`config.mk`:
```
export PLATFORM = sky130hd
export DESIGN_NAME = dispatch_queue
export DESIGN_NICKNAME = d
export VERILOG_FILES = /design/src/rtl/pipeline_types.sv /design/src/rtl/dispatch_queue.sv
export SDC_FILE = /design/constraint.sdc
export NUM_CORES = 1
export LEC_CHECK = 0
export ABC_AREA = 1
export CAP_MARGIN = 30
export CORE_UTILIZATION = 55
export CTS_CLUSTER_DIAMETER = 80
export DETAILED_ROUTE_END_ITERATION = 6
export PLACE_DENSITY = 0.8
export SKIP_LAST_GASP = 1
export SYNTH_ARGS = -nofsm -noshare
export SYNTH_HDL_FRONTEND = slang
export SYNTH_SLANG_ARGS = --single-unit
export TNS_END_PERCENT = 10
```
`constraint.sdc`:
```
create_clock -name clk -period 5.9 [get_ports clk]
set_input_delay 1.475 -clock clk [delete_from_list [all_inputs] [get_ports clk]]
set_output_delay 1.475 -clock clk [all_outputs]
set_load 0.02 [all_outputs]
```
`src/rtl/pipeline_types.sv`:
```
// Shared pipeline types for the id -> dispatch -> execute path.
// Optional statistics build macro: DISPATCH_QUEUE_STATS_EN.
package pipeline_types;

   // Decoded instruction as it leaves the id/dispatch register
   typedef struct packed {
      logic [31:0] pc;
      logic [31:0] instr;
      logic [5:0]  op;
      logic [4:0]  rd;
      logic        rd_we;
   } id_dispatch_t;

   // Pipeline control bundle driven by the hazard/pause logic
   typedef struct packed {
      logic pause;
      logic branch_flush;
      logic exception_flush;
   } ctrl_t;

   localparam int DISPATCH_QUEUE_DEPTH = 4;

`ifdef DISPATCH_QUEUE_STATS_EN
   // Observability counters for the dispatch queue
   typedef struct packed {
      logic [31:0] stall_cycles;
      logic [31:0] flushed_entries;
   } dispatch_queue_stats_t;
`endif

   // Saturating 32-bit add so counters stick at all-ones instead of wrapping
   function automatic logic [31:0] satAdd32(input logic [31:0] a, input logic [31:0] b);
      logic [32:0] sum;
      sum = {1'b0, a} + {1'b0, b};
      return sum[32] ? 32'hFFFF_FFFF : sum[31:0];
   endfunction

endpackage

```
`src/rtl/dispatch_queue.sv`:
```
// dispatch_queue: small in-order first-word-fall-through queue between the
// id/dispatch register and the execute stage. Requests an upstream pause
// when full and discards everything on a branch or exception flush.
// Optional statistics outputs are enabled with DISPATCH_QUEUE_STATS_EN.
module dispatch_queue
   import pipeline_types::*;
#(
   parameter int DEPTH = DISPATCH_QUEUE_DEPTH
) (
   input  logic                       clk,
   input  logic                       rst,
   input  logic                       branch_flush,
   input  logic                       exception_flush,
   input  logic                       pause_ex_i,
   input  id_dispatch_t               dispatch_i,
   input  logic                       dispatch_valid_i,
   output logic                       pause_request_o,
   output id_dispatch_t               issue_o,
   output logic                       issue_valid_o,
   output logic [$clog2(DEPTH):0]     count_o
`ifdef DISPATCH_QUEUE_STATS_EN
   ,
   output logic [31:0]                stall_cycles_o,
   output logic [31:0]                flushed_entries_o
`endif
);

   localparam int PTR_W = $clog2(DEPTH);

   logic [PTR_W-1:0] r_wrPtr;
   logic [PTR_W-1:0] r_rdPtr;
   logic [PTR_W:0]   r_count;
   id_dispatch_t     r_mem [DEPTH];

   logic w_full;
   logic w_empty;
   logic w_flush;
   logic w_push;
   logic w_pop;
   logic w_issueValid;

   // Status and handshake terms; pause request depends only on stored state
   assign w_full       = (r_count == (PTR_W+1)'(DEPTH));
   assign w_empty      = (r_count == '0);
   assign w_flush      = branch_flush || exception_flush;
   assign w_issueValid = !w_empty && !w_flush;
   assign w_push       = dispatch_valid_i && !w_full && !w_flush;
   assign w_pop        = w_issueValid && !pause_ex_i;

   assign pause_request_o = w_full;
   assign issue_valid_o   = w_issueValid;
   assign issue_o         = w_issueValid ? r_mem[r_rdPtr] : '0;
   assign count_o         = r_count;

   // Pointer and occupancy tracking; a flush collapses the queue to empty
   always_ff @(posedge clk or posedge rst) begin
      if (rst) begin
         r_wrPtr <= '0;
         r_rdPtr <= '0;
         r_count <= '0;
      end else if (w_flush) begin
         r_wrPtr <= '0;
         r_rdPtr <= '0;
         r_count <= '0;
      end else begin
         if (w_push) begin
            r_wrPtr <= r_wrPtr + PTR_W'(1);
         end
         if (w_pop) begin
            r_rdPtr <= r_rdPtr + PTR_W'(1);
         end
         case ({w_push, w_pop})
            2'b10:   r_count <= r_count + (PTR_W+1)'(1);
            2'b01:   r_count <= r_count - (PTR_W+1)'(1);
            default: r_count <= r_count;
         endcase
      end
   end

   // Entry storage is written on push only and deliberately has no reset
   always_ff @(posedge clk) begin
      if (w_push) begin
         r_mem[r_wrPtr] <= dispatch_i;
      end
   end

`ifdef DISPATCH_QUEUE_STATS_EN
   dispatch_queue_stats_t r_stats;

   // Saturating counters for upstream stalls and entries thrown away by flushes
   always_ff @(posedge clk or posedge rst) begin
      if (rst) begin
         r_stats <= '0;
      end else begin
         if (w_full && dispatch_valid_i) begin
            r_stats.stall_cycles <= satAdd32(r_stats.stall_cycles, 32'd1);
         end
         if (w_flush) begin
            r_stats.flushed_entries <= satAdd32(r_stats.flushed_entries, 32'(r_count));
         end
      end
   end

   assign stall_cycles_o    = r_stats.stall_cycles;
   assign flushed_entries_o = r_stats.flushed_entries;
`endif

endmodule

```
==> impl_metrics.yaml, run 1 <==
power_and_ir_drop:
  clockPowerShare: 0.405
  netSwitchingFraction: 0.200
  intPower_uw: 3640
  vdd_drop_max_mv: 0.244
  p_leak_uw: 0.00510
  seqPwrFrac: 0.541
  powerDensity_nw_per_um2: 303
  p_sw_uw: 909
  power_frac_comb: 0.054
timing:
  fin_skew_ps: 10.3
  slew_viol_final: 0
  slew_headroom: 0.336
  worst_pin_slew_ps: 995
  setup_viol: 0
  post-route-period-util: 0.914
  fmax_mhz: 186
  finalHoldViolations: 0
  rsz0062_at_grt: "false"
  final.setup.tns_ps: 0
  layout_min_cycle_time_ps: 5390
  layout_setup_ws_ps: 509
synthesis:
  synth_flop_cell: "edfxtp_1"
  yosys-top-cells-area: "edfxtp_1, nor2_1, o21ai_0, a21oi_1, o21ai_1"
  post_synth_num_cell_types: 25
  netlist_instances: 964
  synth_edf_count: 304
  yosysSeqAreaShare: 0.760
  yosysMostFrequentCell: "nor2_1"
  synth_top_area_frac: 0.745
  syn_area_per_cell_um2: 12.7
  synthesis.area_um2: 12200
  syn-num-nets: 1051
  async_reset_ff_frac: 0.0225
  ys_ff_latch: 311
  yosysWarnings: 0
  netlist_top_cells_count: "nor2_1, edfxtp_1, o21ai_0, a21oi_1, o21ai_1"
  synth_top_cell_by_area: "edfxtp_1"
worst_hold_path:
  min_path_type: "register to register"
worst_setup_path:
  worstSetupStartpointType: "input port"
  crit_type: "input port to output port"
  cp_common_cell: "clkdlybuf4s50_1"
  max_stage_delay_ps: 650
  cp.arrival_ps: 3920
  cp.required_ps: 4430
  path_max_fanout: 62
  cp_slowest_cell: "clkdlybuf4s50_1"
  path_cells: "clkdlybuf4s50_1 -> nor2_4 -> nand2_4 -> buf_4 -> a21oi_1 -> clkdlybuf4s50_1"
  crit_path_end_kind: "output port"
placement:
  hpwl_mm: 14.4
  dp_slack_ps: 537
  portBuffers: 162
  routabilityCongestion: 0.772
run:
  drv_cap: 0
clock_network:
  cts_setup_buffers: 0
  htreeDepth: 1
  cts_hold_buf: 0
  clk_latency_ps: 540
  cts_tree: "done"
  cts_root_buf: "clkbuf_16"
  numCtsBuffers: 30
  clkSlewWorstSetupHoldPaths_ps: 60
  cts_sinks: 311
  clock_tree.buffer_depth: 3
  cts_resized: 0
route:
  drt-initial-drc-count: 544
  drc: 0
  vias: 7797
  wl_per_cell_um: 18.1
  via_per_inst: 5.51
  routed_wl_mm: 25.6
  final_antenna_net_count: 0
  drtPass1Iterations: 5
grt:
  grt_max_degree: 86
  grt_pass1_wl_mm: 39.0
  grt_overflow_total: 0
  track_usage: 0.224
  antenna_found_initial: 0
  first_global_vias: 7479
cells_and_area:
  layout.nets: 1201
  antenna_cells: 0
  synthToLayoutAreaGrowth_pct: 22.9
  layout-drive-gt1-share: 0.0616
floorplan:
  start_util: 0.561
  io_pins: 163
  core-area_um2: 21800
  die_x_um: 151
  dieArea_um2: 22900
  rows: 54
  die_h_um: 151
outcome:
  outcome: "finished clean"
-- cell families (layout without fill, tap and decap cells) --
logic type	after synthesis	count (layout)	share of synthesized area
xor gates and xnor gates	2	2	0.00143
DFF	311	311	0.760
AOI/OAI and AO/OA	233	233	0.0955
and+or+nand+nor	337	337	0.106
buffers and inverters	76	248	0.0312
adders and majority gates	5	5	0.00572
-- registers in the layout (all words and copies together) (netlist names) --
register and cells:
r_mem 304, count_o 3, r_rdPtr 2, r_wrPtr 2
-- through the flow --
stage / util / cells / total power [uW] / cell area, um2 / hold slack, ps
final: 0.689 / 1416 / 4550 / 15000 / 568
after global routing: 0.689 / 1416 / 4680 / 15000 / 622
after CTS: 0.689 / 1416 / 4580 / 15000 / 568
after detailed placement: 0.646 / 1362 / 2760 / 14100 / 560
after global placement: 0.645 / 1361 / 2750 / 14100 / 550
after floorplan: - / 964 / 2620 / 12200 / 514
-- critical path: cells and delay by family --
family / cells / cell delay (ps)
buf+inv: 3 / 1500
simple gates: 2 / 710
compound gates: 1 / 180
-- power groups by stage --
| stage | combinational, uW | sequential (uW) | clock, uW |
|---|---|---|---|
| 2_1_floorplan | 112 | 2510 | 0 |
| 3_3_place_gp | 239 | 2510 | 0 |
| 3_5_place_dp | 246 | 2510 | 0 |
| 4_1_cts | 248 | 2460 | 1870 |
| 5_1_grt | 268 | 2470 | 1950 |
| 6_report | 246 | 2460 | 1840 |
-- path summary, 6_finish.rpt --
check                                       start                endpoint  slack, ps  depth (start not counted)
min reg2reg                r_wrPtr[0]$_DFFE_PP0P_  r_wrPtr[0]$_DFFE_PP0P_        570                          1
max                               exception_flush             issue_o[17]        510                          6
min                        r_wrPtr[0]$_DFFE_PP0P_  r_wrPtr[0]$_DFFE_PP0P_        570                          1
max in group asynchronous                     rst  r_rdPtr[0]$_DFFE_PP0P_       4460                          2
max reg2reg                count_o[1]$_DFFE_PP0P_  count_o[2]$_DFFE_PP0P_       3320                         13
min in group asynchronous                     rst  count_o[1]$_DFFE_PP0P_       1180                          2
-- layer usage --
layer,vias up,track usage,wire length (um)
met4,0,0.0670,466
met3,40,0.0398,1950
met5,-,0,0
met1,3736,0.288,10300
met2,319,0.390,12900
li1,3702,-,-
-- area by class of cell --
type | instances | area (um2)
Clock inverter | 15 | 146
Sequential cell | 311 | 9310
Tap cell | 280 | 350
Inverter | 18 | 70.1
Clock buffer | 39 | 806
Multi-Input combinational cell | 577 | 2590
Fill cell | 1514 | 6780
Timing Repair Buffer | 176 | 1770
-- cells in the final DEF, fill, tap and decap left out, types with 11 or more instances in the layout --
cell type / Yosys / routed
clkbuf_16: 0 / 31
o21ai_0: 86 / 86
edfxtp_1: 304 / 304
buf_4: 8 / 11
nor2_1: 310 / 306
inv_1: 15 / 15
clkdlybuf4s50_1: 0 / 162
nand2_1: 17 / 17
a21oi_1: 76 / 76
o21ai_1: 70 / 70
(Power assumes the default switching activity.)
==> run 2: changes to the inputs <==
ABC_AREA = not set   (was 1)
==> impl_metrics.yaml, run 2 <==
clock_network:
  cts_setup_buffers: 0
  htreeDepth: 1
  numCtsBuffers: 30
  cts_resized: 0
  cts_tree: "done"
  cts_hold_buf: 0
  clk_latency_ps: 540
  cts_sinks: 311
  clkSlewWorstSetupHoldPaths_ps: 60
  clock_tree.buffer_depth: 3
  cts_root_buf: "clkbuf_16"
outcome:
  outcome: "finished clean"
floorplan:
  core-area_um2: 21200
  start_util: 0.565
  rows: 53
  die_h_um: 150
  io_pins: 163
  dieArea_um2: 22400
  die_x_um: 150
placement:
  placed_cell_area_um2: 13900
  portBuffers: 162
  routabilityCongestion: 0.691
  hpwl_mm: 13.6
  dp_slack_ps: 677
  placedCellCount: 962
synthesis:
  syn-num-nets: 628
  synth_top_cell_by_area: "edfxtp_1"
  synthesis.area_um2: 12000
  synth-simple-area-share: 0.0497
  yosysMostFrequentCell: "edfxtp_1"
  synth_compound_area_frac: 0.00688
  synth_top_area_frac: 0.761
  synth_xor_area_frac: 0.00146
  async_reset_ff_frac: 0.0225
  yosys-top-cells-area: "edfxtp_1, mux4_2, and2_1, dfrtp_1, buf_2"
  synth_edf_count: 304
  ys_ff_latch: 311
  yosysSeqAreaShare: 0.776
  synth_top_family_by_area: "multiplexers"
  synth_mux_area_frac: 0.145
  synthAdderAreaFrac: 0.00584
  netlist_instances: 541
  syn_area_per_cell_um2: 22.2
  post_synth_num_cell_types: 35
  synth_flop_cell: "edfxtp_1"
  yosysWarnings: 0
  netlist_top_cells_count: "edfxtp_1, and2_1, mux4_2, buf_2, clkbuf_1"
power_and_ir_drop:
  power_frac_comb: 0.038
  clockPowerShare: 0.421
  p_leak_uw: 0.00474
  vdd_drop_max_mv: 0.331
  total_power_uw: 4540
  intPower_uw: 3670
  seqPwrFrac: 0.542
  p_sw_uw: 867
  netSwitchingFraction: 0.191
  powerDensity_nw_per_um2: 304
cells_and_area:
  final_common_cell: "edfxtp_1"
  layout_common_cells: "edfxtp_1, clkdlybuf4s50_1, mux4_2, and2_1, clkbuf_16"
  stdcell_count: 1018
  final_cell_area_um2: 14900
  top_register: "r_mem"
  synthToLayoutAreaGrowth_pct: 24.5
  nFillCells: 1310
  largest_reg_flops: 304
  layout-drive-gt1-share: 0.195
  layout.nets: 806
route:
  routed_wl_mm: 22.5
  via_per_inst: 5.66
  vias: 5766
  drtPass1Iterations: 4
  wl_per_cell_um: 22.1
  drt-initial-drc-count: 486
  final_antenna_net_count: 0
  drc: 0
timing:
  finalHoldViolations: 0
  setup_viol: 0
  layout_setup_ws_ps: 628
  worst_pin_slew_ps: 935
  layout_min_cycle_time_ps: 5270
  slew_headroom: 0.377
  fin_skew_ps: 13.0
  post-route-period-util: 0.894
  rsz0062_at_grt: "false"
  slew_viol_final: 0
  final.setup.tns_ps: 0
  fmax_mhz: 190
worst_setup_path:
  crit_type: "input port to output port"
  cp.required_ps: 4430
  worstSetupStartpointType: "input port"
  cp.arrival_ps: 3800
  crit_path_end_kind: "output port"
  path_max_fanout: 40
grt:
  first_global_vias: 6186
  grt_max_degree: 59
  antenna_found_initial: 1
  grt_overflow_total: 0
  grt_pass1_wl_mm: 34.0
  track_usage: 0.205
run:
  drv_cap: 0
worst_hold_path:
  min_path_type: "register to register"
[run 2: cell count changes after synthesis, moves of 8 or more]
cell and change:
nor2_1 -304, o21ai_0 -85, and2_1 +80, mux4_2 +76, a21oi_1 -72, o21ai_1 -69, nand2_1 -15, inv_1 -11
buf_2 -9, buf_4 -8, clkbuf_1 -8
[run 2: power groups by stage]
| stage | Sequential, uW | Clock (uW) | Combinational, uW |
|---|---|---|---|
| floorplan | 2500 | 0 | 67.6 |
| global placement | 2500 | 0 | 161 |
| detailed placement | 2510 | 0 | 172 |
| CTS | 2460 | 1940 | 173 |
| global route | 2460 | 2020 | 183 |
| finish | 2460 | 1910 | 171 |
[run 2: per-stage QoR]
step	hold slack (ps)	util
3_5_place_dp	608	0.657
6_report	627	0.704
5_1_grt	631	0.704
3_3_place_gp	564	0.655
2_1_floorplan	542	-
4_1_cts	620	0.704
[run 2: metal layers]
layer / share of wire / GRT usage / vias up
met5: 0 / 0 / -
met4: 0.012 / 0.0444 / 0
met3: 0.064 / 0.0372 / 23
met2: 0.51 / 0.341 / 202
met1: 0.42 / 0.285 / 2979
li1: - / - / 2562
[run 2: path summary, 6_finish.rpt]
kind / startpoint / to / slack [ps] / depth (start not counted)
worst min register to register: count_o[2]$_DFFE_PP0P_ / count_o[2]$_DFFE_PP0P_ / 630 / 2
worst min-delay path: count_o[2]$_DFFE_PP0P_ / count_o[2]$_DFFE_PP0P_ / 630 / 2
worst max register to register: count_o[0]$_DFFE_PP0P_ / r_mem[1][1]$_DFFE_PP_ / 3210 / 5
min in group asynchronous: rst / count_o[2]$_DFFE_PP0P_ / 1170 / 2
max in group asynchronous: rst / r_rdPtr[0]$_DFFE_PP0P_ / 4490 / 2
worst max-delay path: branch_flush / issue_o[63] / 630 / 6
[run 2: cell type report]
type	instances	area (um2)	share of cell area
inverters	4	15.0	0.00101
flip-flops and latches	311	9310	0.623
clock buffers	33	783	0.0524
clock inverters	22	218	0.0146
well taps	275	344	0.0230
diodes	1	2.50	0.000168
repair buffers	175	1740	0.116
multi-input cells	197	2520	0.169
[run 2: critical path: stages]
cell             delay, ps
clkdlybuf4s50_1        410
or2_0                  430
nor2_4                 200
buf_4                  370
and2_1                 250
clkdlybuf4s50_1        620
[run 2: logic make-up (layout without fill, tap and decap cells)]
family | count (synthesis) | count (layout)
xor+xnor | 2 | 2
simple gates | 99 | 99
other cells | 0 | 1
flops | 311 | 311
fa+ha+maj | 5 | 5
mux | 79 | 79
buf+inv | 33 | 234
compound gates | 12 | 12
==> run 3: changes to the inputs <==
SETUP_SLACK_MARGIN = 0.02   (was not set)
==> results of run 3 <==
Final layout, timing and power as in run 2 (identical DEF).
